### src/rtl/softmax_batch_sched_pkg.sv
// ============================================================================
// Module : softmax_pkg
// Brief  : Shared state encoding and softmax_core default geometry.
// Rev    : 1.0
// ============================================================================
`default_nettype none

package softmax_pkg;

    localparam int unsigned c_AW        = 10;
    localparam int unsigned c_DW        = 32;
    localparam int unsigned c_DATA_SIZE = 128;

    typedef logic [2:0] state_t;

    localparam logic [2:0] c_ST_IDLE   = 3'd0;
    localparam logic [2:0] c_ST_LAUNCH = 3'd1;
    localparam logic [2:0] c_ST_RUN    = 3'd2;
    localparam logic [2:0] c_ST_NEXT   = 3'd3;
    localparam logic [2:0] c_ST_FINISH = 3'd4;

endpackage

`default_nettype wire

### src/rtl/softmax_batch_sched_addr_reloc.sv
// ============================================================================
// Module : softmax_addr_reloc
// Brief  : Combinational base+offset relocation of core addresses and write gate.
// Rev    : 1.0
// ============================================================================
`default_nettype none

module softmax_addr_reloc
    import softmax_pkg::*;
#(
    parameter int AW  = c_AW,
    parameter int GAW = 16,
    parameter int DW  = c_DW
)(
    input  logic [GAW-1:0] i_src_ptr,
    input  logic [GAW-1:0] i_dst_ptr,
    input  logic [AW-1:0]  i_rd_off,
    input  logic [AW-1:0]  i_wr_off,
    input  logic           i_wr_ena,
    input  logic           i_run,
    input  logic [DW-1:0]  i_wr_data,
    output logic [GAW-1:0] o_rd_addr,
    output logic [GAW-1:0] o_wr_addr,
    output logic           o_wr_ena,
    output logic [DW-1:0]  o_wr_data
);

    logic [GAW-1:0] w_rd_off;
    logic [GAW-1:0] w_wr_off;

    assign w_rd_off = GAW'(i_rd_off);
    assign w_wr_off = GAW'(i_wr_off);

    // Sums wrap silently mod 2^GAW; no pipeline stage so core read timing is kept.
    assign o_rd_addr = i_src_ptr + w_rd_off;
    assign o_wr_addr = i_dst_ptr + w_wr_off;
    assign o_wr_ena  = i_wr_ena & i_run;
    assign o_wr_data = i_wr_data;

endmodule

`default_nettype wire

### src/rtl/softmax_batch_sched.sv
// ============================================================================
// Module : softmax_batch_sched
// Brief  : Runs softmax_core over a batch of vectors, relocating its addresses.
//          Optional cycle counter enabled by macro SOFTMAX_SCHED_PERF_EN.
// Rev    : 1.0
// ============================================================================
`default_nettype none

module softmax_batch_sched
    import softmax_pkg::*;
#(
    parameter int AW        = c_AW,
    parameter int GAW       = 16,
    parameter int DW        = c_DW,
    parameter int CW        = 8,
    parameter int DATA_SIZE = c_DATA_SIZE
)(
    input  logic           clk,
    input  logic           rst,
    input  logic           batch_start,
    input  logic [CW-1:0]  num_vec,
    input  logic [GAW-1:0] src_base,
    input  logic [GAW-1:0] dst_base,
    output logic           batch_busy,
    output logic           batch_done,
    output logic [CW-1:0]  vec_idx,
`ifdef SOFTMAX_SCHED_PERF_EN
    output logic [31:0]    perf_cycles,
`endif
    output logic           core_start,
    input  logic           core_done,
    input  logic [AW-1:0]  core_rd_addr,
    input  logic           core_wr_ena,
    input  logic [AW-1:0]  core_wr_addr,
    input  logic [DW-1:0]  core_wr_data,
    output logic [GAW-1:0] mem_rd_addr,
    output logic           mem_wr_ena,
    output logic [GAW-1:0] mem_wr_addr,
    output logic [DW-1:0]  mem_wr_data
);

    state_t         r_state;
    state_t         w_state_nxt;
    logic [CW-1:0]  r_num_vec;
    logic [CW-1:0]  r_vec_idx;
    logic [GAW-1:0] r_src_ptr;
    logic [GAW-1:0] r_dst_ptr;
    logic           r_busy;
    logic           r_done;
    logic           r_core_start;
    logic           w_accept;
    logic           w_last_vec;

    assign w_accept   = (r_state == c_ST_IDLE) && batch_start;
    assign w_last_vec = (r_vec_idx == (r_num_vec - CW'(1)));

    always_comb begin
        w_state_nxt = r_state;
        case (r_state)
            c_ST_IDLE: begin
                if (batch_start) begin
                    w_state_nxt = (num_vec != '0) ? c_ST_LAUNCH : c_ST_FINISH;
                end
            end
            c_ST_LAUNCH: w_state_nxt = c_ST_RUN;
            c_ST_RUN: begin
                if (core_done) begin
                    w_state_nxt = c_ST_NEXT;
                end
            end
            c_ST_NEXT:   w_state_nxt = w_last_vec ? c_ST_FINISH : c_ST_LAUNCH;
            c_ST_FINISH: w_state_nxt = c_ST_IDLE;
            default:     w_state_nxt = c_ST_IDLE;
        endcase
    end

    // Status strobes are registered off the next state so they align with it.
    always_ff @(posedge clk or posedge rst) begin
        if (rst) begin
            r_state      <= c_ST_IDLE;
            r_busy       <= 1'b0;
            r_done       <= 1'b0;
            r_core_start <= 1'b0;
        end else begin
            r_state      <= w_state_nxt;
            r_busy       <= (w_state_nxt == c_ST_LAUNCH) ||
                            (w_state_nxt == c_ST_RUN)    ||
                            (w_state_nxt == c_ST_NEXT);
            r_done       <= (w_state_nxt == c_ST_FINISH);
            r_core_start <= (w_state_nxt == c_ST_LAUNCH);
        end
    end

    always_ff @(posedge clk or posedge rst) begin
        if (rst) begin
            r_num_vec <= '0;
            r_vec_idx <= '0;
            r_src_ptr <= '0;
            r_dst_ptr <= '0;
        end else if (w_accept && (num_vec != '0)) begin
            r_num_vec <= num_vec;
            r_vec_idx <= '0;
            r_src_ptr <= src_base;
            r_dst_ptr <= dst_base;
        end else if ((r_state == c_ST_NEXT) && !w_last_vec) begin
            r_vec_idx <= r_vec_idx + CW'(1);
            r_src_ptr <= r_src_ptr + GAW'(DATA_SIZE);
            r_dst_ptr <= r_dst_ptr + GAW'(DATA_SIZE);
        end
    end

`ifdef SOFTMAX_SCHED_PERF_EN
    logic [31:0] r_perf_cycles;

    always_ff @(posedge clk or posedge rst) begin
        if (rst) begin
            r_perf_cycles <= '0;
        end else if (w_accept) begin
            r_perf_cycles <= '0;
        end else if (r_busy && (r_perf_cycles != 32'hFFFF_FFFF)) begin
            r_perf_cycles <= r_perf_cycles + 32'd1;
        end
    end

    assign perf_cycles = r_perf_cycles;
`endif

    assign batch_busy = r_busy;
    assign batch_done = r_done;
    assign core_start = r_core_start;
    assign vec_idx    = r_vec_idx;

    softmax_addr_reloc #(
        .AW  (AW),
        .GAW (GAW),
        .DW  (DW)
    ) u_reloc (
        .i_src_ptr (r_src_ptr),
        .i_dst_ptr (r_dst_ptr),
        .i_rd_off  (core_rd_addr),
        .i_wr_off  (core_wr_addr),
        .i_wr_ena  (core_wr_ena),
        .i_run     (r_state == c_ST_RUN),
        .i_wr_data (core_wr_data),
        .o_rd_addr (mem_rd_addr),
        .o_wr_addr (mem_wr_addr),
        .o_wr_ena  (mem_wr_ena),
        .o_wr_data (mem_wr_data)
    );

endmodule

`default_nettype wire

### config.mk
export PLATFORM = sky130hd
export DESIGN_NAME = softmax_batch_sched
export DESIGN_NICKNAME = d
export VERILOG_FILES = /design/src/rtl/softmax_batch_sched_pkg.sv /design/src/rtl/softmax_batch_sched_addr_reloc.sv /design/src/rtl/softmax_batch_sched.sv
export SDC_FILE = /design/constraint.sdc
export NUM_CORES = 1
export LEC_CHECK = 0
export CORE_ASPECT_RATIO = 0.9
export CORE_MARGIN = 8
export CORE_UTILIZATION = 40
export CTS_CLUSTER_SIZE = 12
export DETAILED_ROUTE_END_ITERATION = 12
export GPL_TIMING_DRIVEN = 0
export PLACE_DENSITY = 0.79
export SKIP_CTS_REPAIR_TIMING = 1
export SYNTH_ARGS = -nofsm -noshare
export SYNTH_HDL_FRONTEND = slang
export SYNTH_HIERARCHICAL = 1
export SYNTH_SLANG_ARGS = --single-unit
export TNS_END_PERCENT = 1
### constraint.sdc
create_clock -name clk -period 2.5 [get_ports clk]
set_input_delay 0.375 -clock clk [delete_from_list [all_inputs] [get_ports clk]]
set_output_delay 0.375 -clock clk [all_outputs]
set_load 0.01 [all_outputs]
# Word level (Yosys, flattened, before mapping)
# Index checks and enable logic that the tools add are counted.
classes:
  n_addsub: 6
  n_eq_ne: 8
  mux: 11
  bitwise: 1
  reduce_logical: 9
op_table:
  columns: ["operator", "n"]
  rows:
  - ["two-way mux 16 bit", 4]
  - ["adder 16 x 10 -> 16 bit", 2]
  - ["adder 16 x 8 -> 16 bit (second input constant)", 2]
  - ["two-way mux 8 bit", 2]
  - ["== test 3 x 2 -> 1 bit (second input constant)", 4]
  - ["two-way mux 3 bit", 4]
  - ["case mux 3 bit (4 select lines)", 1]
  - ["adder 8 x 1 -> 8 bit (second input constant)", 1]
  - ["== test 8 bit", 1]
  - ["nonzero test 8 bit", 1]
  - ["subtractor 8 x 1 -> 8 bit (second input constant)", 1]
  - ["== test 3 x 1 -> 1 bit (second input constant)", 2]
  - ["== test 3 bit (second input constant)", 1]
  - ["logical AND 1 bit", 3]
  - ["logical NOT 3 bit", 1]
  - ["logical OR 1 bit", 2]
  - ["nonzero test 2 bit", 1]
  - ["bitwise AND 1 bit", 1]
  - ["logical NOT 1 bit", 1]
word_totals:
  register_bits: 54
  in_bits: 97
  output_inout_bits: 76
  elab_cells: 43

# Longest topological paths before layout
# Gate-level depths: netlist of run 1.
logic_depth:
  ltp_word: 7
  mapped_depth: 10
  ltp_nobuf: 8

# Cells and area by module
# Netlist of run 1, hierarchy kept.
by_module_without_submodules:
  columns: ["mod", "n_inst", "cells_each", "area_per_inst_um2", "seq_area_each_um2"]
  rows:
  - ["softmax_batch_sched", 1, 306, 2736.4, 1351.3]
  - ["softmax_addr_reloc", 1, 174, 1332.5, 0.0]

# Least setup slack after synthesis of run 1
# Ideal clock, no wire load.
synth_path:
  kind: "register to output"
  startpoint: "reg r_dst_ptr[0]"
  endpoint: "out mem_wr_addr[8]"
  t_arrival_ps: 2030
  required_ps: 2125
  path_slack_ps: 95
  stages_incl_launch_ff: 8
  path_buffers: 0
  cell_sequence: "dfrtp_1 -> ha_1 -> fa_1 -> a211oi_2 -> o21bai_1 -> a2111oi_2 -> nor3_1 -> xor2_1"
synth_via:
  elab_chain_cells: 1
synth_lines:
  columns: ["element", "line_no", "rtl"]
  rows:
  - ["start: declaration", "softmax_batch_sched.sv:47", "logic [GAW-1:0] r_dst_ptr;"]
  - ["start signal: assignment", "softmax_batch_sched.sv:104", "r_dst_ptr <= dst_base;"]
  - ["start signal: assignment", "softmax_batch_sched.sv:108", "r_dst_ptr <= r_dst_ptr + GAW'(DATA_SIZE);"]
  - ["adder 16 x 10 -> 16 bit", "softmax_batch_sched_addr_reloc.sv:36", "assign o_wr_addr = i_dst_ptr + w_wr_off;"]
  - ["end: declaration", "softmax_batch_sched.sv:38", "output logic [GAW-1:0] mem_wr_addr,"]
# No other way between the ends.

# Final worst setup path of run 1
layout_path:
  startpoint: "reg r_src_ptr[0]"
  endpoint: "out mem_rd_addr[12]"
layout_via:
  elab_chain_cells: 1
layout_lines:
  columns: ["element", "line_no", "rtl"]
  rows:
  - ["start: declaration", "softmax_batch_sched.sv:46", "logic [GAW-1:0] r_src_ptr;"]
  - ["start signal: assignment", "softmax_batch_sched.sv:103", "r_src_ptr <= src_base;"]
  - ["start signal: assignment", "softmax_batch_sched.sv:107", "r_src_ptr <= r_src_ptr + GAW'(DATA_SIZE);"]
  - ["adder 16 x 10 -> 16 bit", "softmax_batch_sched_addr_reloc.sv:35", "assign o_rd_addr = i_src_ptr + w_rd_off;"]
  - ["end: declaration", "softmax_batch_sched.sv:36", "output logic [GAW-1:0] mem_rd_addr,"]
# No other way between the ends.

==> results of run 1 <==
per-layer routing:
metal  routed length (um)  vias up
met5                    0        -
met4                  342        0
met3                  953       25
met2                 6380      160
met1                 5190     1969
li1                     -     1984
cell families after synthesis:
kind of cell / Yosys count
adder cells (fa/ha/maj): 26
XOR/XNOR: 36
AO/OA/AOI/OAI: 109
AND/OR/NAND/NOR: 196
buffers and inverters: 56
flip-flops: 54
multiplexers: 3
final cells by class:
cell class / count / area [um2]
Buffer: 47 / 325
Clock buffer: 7 / 133
Clock inverter: 1 / 30.0
Fill cell: 871 / 4070
Inverter: 9 / 33.8
Multi-Input combinational cell: 370 / 2520
Sequential cell: 54 / 1350
Tap cell: 129 / 161
Timing Repair Buffer: 147 / 1440
synth_stat cells (2+ instances only):
| library cell | instances | area [um2] |
|---|---|---|
| a211oi_1 | 3 | 22.5 |
| a21boi_0 | 2 | 15.0 |
| a21boi_1 | 2 | 15.0 |
| a21o_1 | 14 | 105 |
| a21oi_1 | 23 | 115 |
| a21oi_2 | 2 | 17.5 |
| a31oi_1 | 15 | 93.8 |
| and3_1 | 9 | 56.3 |
| and4_1 | 3 | 26.3 |
| buf_1 | 3 | 11.3 |
| buf_2 | 2 | 10.0 |
| buf_4 | 33 | 248 |
| buf_6 | 2 | 22.5 |
| clkbuf_1 | 7 | 26.3 |
| dfrtp_1 | 54 | 1350 |
| fa_1 | 2 | 40.0 |
| ha_1 | 24 | 300 |
| inv_1 | 9 | 33.8 |
| mux2i_1 | 3 | 30.0 |
| nand2_1 | 81 | 304 |
| nand2b_1 | 2 | 12.5 |
| nand3_1 | 17 | 85.1 |
| nand4_1 | 7 | 43.8 |
| nor2_1 | 39 | 146 |
| nor2b_1 | 3 | 18.8 |
| nor3_1 | 8 | 40.0 |
| o211ai_1 | 3 | 22.5 |
| o21ai_0 | 19 | 95.1 |
| o21ai_1 | 2 | 10.0 |
| o22ai_1 | 2 | 12.5 |
| o31a_1 | 2 | 17.5 |
| o31ai_1 | 6 | 45.0 |
| or2_2 | 3 | 18.8 |
| or3_1 | 11 | 68.8 |
| or4_1 | 6 | 45.0 |
| xnor2_1 | 15 | 131 |
| xor2_1 | 21 | 184 |
through the flow:
stage / util / hold WS (ns)
2_1_floorplan: - / 0.452
3_3_place_gp: 0.559 / 0.473
3_5_place_dp: 0.561 / 0.481
4_1_cts: 0.577 / 0.448
5_1_grt: 0.596 / 0.478
6_report: 0.596 / 0.426
power breakdown:
| group | switching (mW) | leakage [nW] | total [mW] | internal, mW |
|---|---|---|---|---|
| combinational | 2.33 | 2.05 | 4.51 | 2.18 |
| sequential | 0.500 | 0.655 | 1.75 | 1.25 |
| clock | 0.312 | 0.0781 | 0.786 | 0.474 |
state kept, by name, summed over array words and instances, names as in the netlist:
signal	count
batch_busy	1
r_src_ptr	16
batch_done	1
r_dst_ptr	16
r_state	3
r_num_vec	8
core_start	1
vec_idx	8
how the worst min path moves through the flow:
stage / start / to / slack (ns) / cells past startpoint
floorplan: r_dst_ptr[0] / r_dst_ptr[0] / 0.45 / 2
global placement: r_src_ptr[0] / r_src_ptr[0] / 0.47 / 2
detailed placement: r_src_ptr[3] / r_src_ptr[3] / 0.48 / 2
CTS: rst / vec_idx[2] / 0.45 / 2
global route: rst / r_src_ptr[6] / 0.48 / 2
finish: rst / r_src_ptr[6] / 0.43 / 2
worst reg2reg max path: stages (launching register included):
cell and delay (ns):
dfrtp_2 0.45, inv_2 0.07, ha_2 0.27, xnor2_1 0.12, nor2_1 0.10, nand4b_1 0.23, o31ai_4 0.49, buf_6 0.22
buf_8 0.15, nand2_2 0.07, a21o_1 0.16
==> results.sh, run 1 <==
export IMPL_dp_cells=750
export IMPL_io_pins=173
export IMPL_critical_path_top_delay_family="compound AO/OA/AOI/OAI gates"
export IMPL_rsz0062_at_grt="true"
export IMPL_synthFlopType="dfrtp_1"
export IMPL_core_um2=10100
export IMPL_die_x_um=122
export IMPL_status="complete, but fails checks"
export IMPL_met1_usage=0.194
export IMPL_ant_nets=0
export IMPL_min_period_over_period=1.15
export IMPL_yosys_warnings=6
export IMPL_die_area_um2=13700
export IMPL_netlist_area_um2=4070
export IMPL_cts_path_max_buffers=2
export IMPL_viasPerCell=5.42
export IMPL_wl_per_cell_um=16.8
export IMPL_cpPeakStageDelay_ns=0.41
export IMPL_finalHoldViolCount=0
export IMPL_final_cell_mix="clkdlybuf4s50_1 (111), nand2_1 (81), dfrtp_1 (53)"
export IMPL_synth_edf_count=0
export IMPL_grt_use_total=0.173
export IMPL_finalSetupTns_ns=-3.33
export IMPL_final_instance_count_excl_fill=764
export IMPL_violations="setup timing"
export IMPL_clkTransAtPathRegs_ns=0.07
export IMPL_vias=4138
export IMPL_fp_dieH_um=112
export IMPL_required_ns=2.12
export IMPL_regToRegEndpoint="r_state[0]"
export IMPL_ir_drop_v=0.000637
export IMPL_clock_latency_ns=0.29
export IMPL_worstSetupPathType="register to output port"
export IMPL_reg2reg_setup_slack_ns=0.08
export IMPL_first_pass_iters=4
export IMPL_rows=35
export IMPL_netlist_cell_type_count=58
export IMPL_drive_above_1_share=0.167
export IMPL_final_common_cell="clkdlybuf4s50_1"
export IMPL_antenna_found_initial=0
export IMPL_grt_overflow=0
export IMPL_setup_ws_ns=-0.366
export IMPL_cp_num_buf_inv=2
export IMPL_syn_nets=603
export IMPL_area_growth_pct=47.5
export IMPL_synth_xor_area_frac=0.0775
export IMPL_syn_instance_count=480
export IMPL_nets=757
export IMPL_finalInstanceArea_um2=6000
export IMPL_dp_slack_ns=-0.901
export IMPL_leakage_nw=2.78
export IMPL_numCtsBuffers=5
export IMPL_crit_end="mem_rd_addr[12]"
export IMPL_muxShareOfSynthArea=0.00738
export IMPL_syn_area_per_cell_um2=8.48
export IMPL_start_kind="register"
export IMPL_power_density_nw_per_um2=1170
export IMPL_worstReg2RegStart="r_num_vec[0]"
export IMPL_period_minus_slack_ns=2.87
export IMPL_clock_tree_root_cell="clkbuf_16"
export IMPL_power_mw=7.04
export IMPL_first_global_vias=4186
export IMPL_synth_compound_area_frac=0.184
export IMPL_max_freq_ghz=0.349
export IMPL_met2_usage=0.307
export IMPL_clock_sinks=54
export IMPL_finalWirelength_mm=12.9
export IMPL_cp_max_fo=4
export IMPL_critPathLaunch="r_src_ptr[0]"
export IMPL_ff2ff_path_depth=10
export IMPL_slew_viol_final=0
export IMPL_crit_slowest_cell="dfrtp_1"
export IMPL_cp_data_arrival_time_ns=2.49
export IMPL_floorplan_initialDensity=0.404
export IMPL_post_dp_hpwl_mm=9.93
export IMPL_setup_viol=21
export IMPL_worstPathCellList="ha_4 -> fa_2 -> a211oi_2 -> nor2_2 -> o311ai_4 -> buf_4 -> a21oi_2 -> xor2_1 -> buf_2"
export IMPL_min_path_type="input pin to asynchronous set/reset pin"
export IMPL_use_met3=0.0460
export IMPL_gp_congestion=0.923
export IMPL_first_iter_violations=254
export IMPL_route_detailed_drc=0
export IMPL_async_flop_share=1.00
export IMPL_synth_seq_cells=54
export IMPL_port_buffers=140
export IMPL_cts_tree="done"
export IMPL_worstMarginPinSlew_ns=0.558
export IMPL_synth_top_family_by_area="simple AND/OR/NAND/NOR gates"
export IMPL_cap_viol_max_count=0
export IMPL_synth_fa_ha_area_frac=0.0836
export IMPL_grt_busiest_layer="met2"
export IMPL_grt_pass1_wl_mm=19.5
export IMPL_cp_depth=9
export IMPL_synthSimpleGateAreaFrac=0.229
export IMPL_worst_clock_skew_ns=0.00651
export IMPL_postPlaceCellArea_um2=5650
export IMPL_worstSetupEndpointType="output port"
export IMPL_ys_seq_area_frac=0.332
export IMPL_htree_levels=2
export IMPL_maxSlewHeadroom=0.628
export IMPL_grt_max_degree=35
export IMPL_n_antenna_cell=0
Note: power is estimated with default switching activity, not from simulation.
==> run 2, diff against run 1 <==
--- a/config.mk
+++ b/config.mk
@@ -5,13 +5,15 @@
 export SDC_FILE = /design/constraint.sdc
 export NUM_CORES = 1
 export LEC_CHECK = 0
+export CELL_PAD_IN_SITES_DETAIL_PLACEMENT = 0
+export CELL_PAD_IN_SITES_GLOBAL_PLACEMENT = 1
 export CORE_ASPECT_RATIO = 0.9
 export CORE_MARGIN = 8
-export CORE_UTILIZATION = 40
+export CORE_UTILIZATION = 31
 export CTS_CLUSTER_SIZE = 12
 export DETAILED_ROUTE_END_ITERATION = 12
 export GPL_TIMING_DRIVEN = 0
-export PLACE_DENSITY = 0.79
+export PLACE_DENSITY = 0.85
 export SKIP_CTS_REPAIR_TIMING = 1
 export SYNTH_ARGS = -nofsm -noshare
 export SYNTH_HDL_FRONTEND = slang
==> results.sh, run 2 (synthesis results as in run 1) <==
export IMPL_area_growth_pct=47.8
export IMPL_leakage_nw=2.73
export IMPL_cap_viol_max_count=0
export IMPL_nets=757
export IMPL_rsz0062_at_grt="true"
export IMPL_regArea_um2=1350
export IMPL_ant_nets=0
export IMPL_seq_power_share=0.257
export IMPL_period_minus_slack_ns=2.76
export IMPL_worstSetupPathType="register to output port"
export IMPL_maxSlewHeadroom=0.605
export IMPL_grt_use_total=0.145
export IMPL_start_kind="register"
export IMPL_vias=3993
export IMPL_dp_cells=785
export IMPL_p_int_mw=3.77
export IMPL_antenna_found_initial=0
export IMPL_drive_above_1_share=0.184
export IMPL_cp_max_fo=4
export IMPL_worstSetupEndpointType="output port"
export IMPL_port_buffers=140
export IMPL_power_mw=6.88
export IMPL_final_common_cell="clkdlybuf4s50_1"
export IMPL_max_freq_ghz=0.362
export IMPL_floorplan_initialDensity=0.319
export IMPL_post_dp_hpwl_mm=10.2
export IMPL_ir_drop_v=0.000562
export IMPL_io_pins=173
export IMPL_grt_max_degree=41
export IMPL_rows=39
export IMPL_route_detailed_drc=0
export IMPL_slew_viol_final=0
export IMPL_clkTransAtPathRegs_ns=0.07
export IMPL_finalInstanceArea_um2=6010
export IMPL_share_comb_of_total_power=0.643
export IMPL_setup_viol=15
export IMPL_first_global_vias=4061
export IMPL_clock_sinks=54
export IMPL_first_pass_iters=4
export IMPL_power_density_nw_per_um2=1140
export IMPL_finalHoldViolCount=0
export IMPL_grt_overflow=0
export IMPL_clock_tree_root_cell="clkbuf_16"
export IMPL_grt_pass1_wl_mm=20.3
export IMPL_worstMarginPinSlew_ns=0.592
export IMPL_worst_clock_skew_ns=0.0105
export IMPL_fp_dieH_um=125
export IMPL_clock_latency_ns=0.29
export IMPL_first_iter_violations=218
export IMPL_min_path_type="input pin to asynchronous set/reset pin"
export IMPL_die_x_um=137
export IMPL_gp_congestion=0.901
export IMPL_n_antenna_cell=0
export IMPL_p_sw_mw=3.11
export IMPL_p_sw_frac=0.452
export IMPL_cts_tree="done"
export IMPL_fill_cells=1239
export IMPL_finalWirelength_mm=13.0
export IMPL_htree_levels=2
export IMPL_min_period_over_period=1.11
export IMPL_final_core_util=0.472
export IMPL_cts_path_max_buffers=2
export IMPL_setup_ws_ns=-0.263
export IMPL_final_cell_mix="clkdlybuf4s50_1 (110), nand2_1 (81), dfrtp_1 (53)"
export IMPL_postPlaceCellArea_um2=5700
export IMPL_clockPowerShare=0.100
export IMPL_core_um2=12700
export IMPL_final_instance_count_excl_fill=799
export IMPL_violations="setup timing"
export IMPL_die_area_um2=17100
export IMPL_multi_input_area_um2=2560
export IMPL_viasPerCell=5.00
export IMPL_reg_largest_list="r_dst_ptr: 16 flops, r_src_ptr: 16 flops"
export IMPL_status="complete, but fails checks"
export IMPL_numCtsBuffers=5
export IMPL_cp_data_arrival_time_ns=2.39
export IMPL_wl_per_cell_um=16.2
export IMPL_required_ns=2.12
## run 2: changes by cell type in the layout (fill, tap and decap cells not counted), moves of 2 or more
cell	delta
nor2_4	+2
ha_1	-4
buf_2	+3
dlymetal6s2s_1	-5
ha_4	+4
clkbuf_2	+3
## run 2: layout make-up
cell class	count	share of cell area
timing repair buffer	147	0.233
sequential	54	0.225
buffer	47	0.0541
tap	164	0.0341
clock buffer	6	0.0214
inverter	9	0.00562
clock inverter	2	0.00229
multi-input combinational	370	0.425
## run 2: path summary, 6_finish.rpt
path | depth (start not counted) | slack [ns] | start | end
min in group clk | 2 | 0.49 | r_dst_ptr[6] | r_dst_ptr[6]
max reg2reg | 10 | 0.10 | r_num_vec[0] | r_state[0]
max | 8 | -0.26 | r_src_ptr[0] | mem_rd_addr[10]
min reg2reg | 2 | 0.49 | r_dst_ptr[6] | r_dst_ptr[6]
max in group asynchronous | 3 | 1.57 | rst | r_num_vec[0]
min | 2 | 0.38 | rst | r_dst_ptr[0]
## run 2: worst max-delay path: stages, from the launching register on
cell	delay, ns
dfrtp_1	0.41
ha_4	0.18
fa_2	0.40
a211oi_4	0.26
nor2_4	0.08
o311ai_4	0.35
nand2_1	0.11
xor2_1	0.16
buf_2	0.15
## run 2: power by group through the flow
stage	combinational (mW)	clock (mW)	sequential (mW)
floorplan	2.69	0	1.61
global placement	4.35	0	1.73
detailed placement	4.45	0	1.75
CTS	4.48	0.715	1.73
global route	4.89	0.747	1.84
finish	4.42	0.689	1.77
## run 2: per-stage QoR
stage	TNS [ns]	hold WS [ns]	setup slack (ns)
after floorplan	0	0.452	0.0951
after CTS	-15.64	0.377	-0.907
final	-2.01	0.379	-0.263
after global routing	-4.04	0.420	-0.374
after global placement	-37.92	0.472	-0.897
after detailed placement	-23.60	0.476	-0.909
## run 2: routing by layer
metal	routed length, um	share of wire	track usage
met5	0	0	0
met4	205	0.016	0.0316
met3	1090	0.084	0.0456
met2	6300	0.49	0.247
met1	5370	0.41	0.173
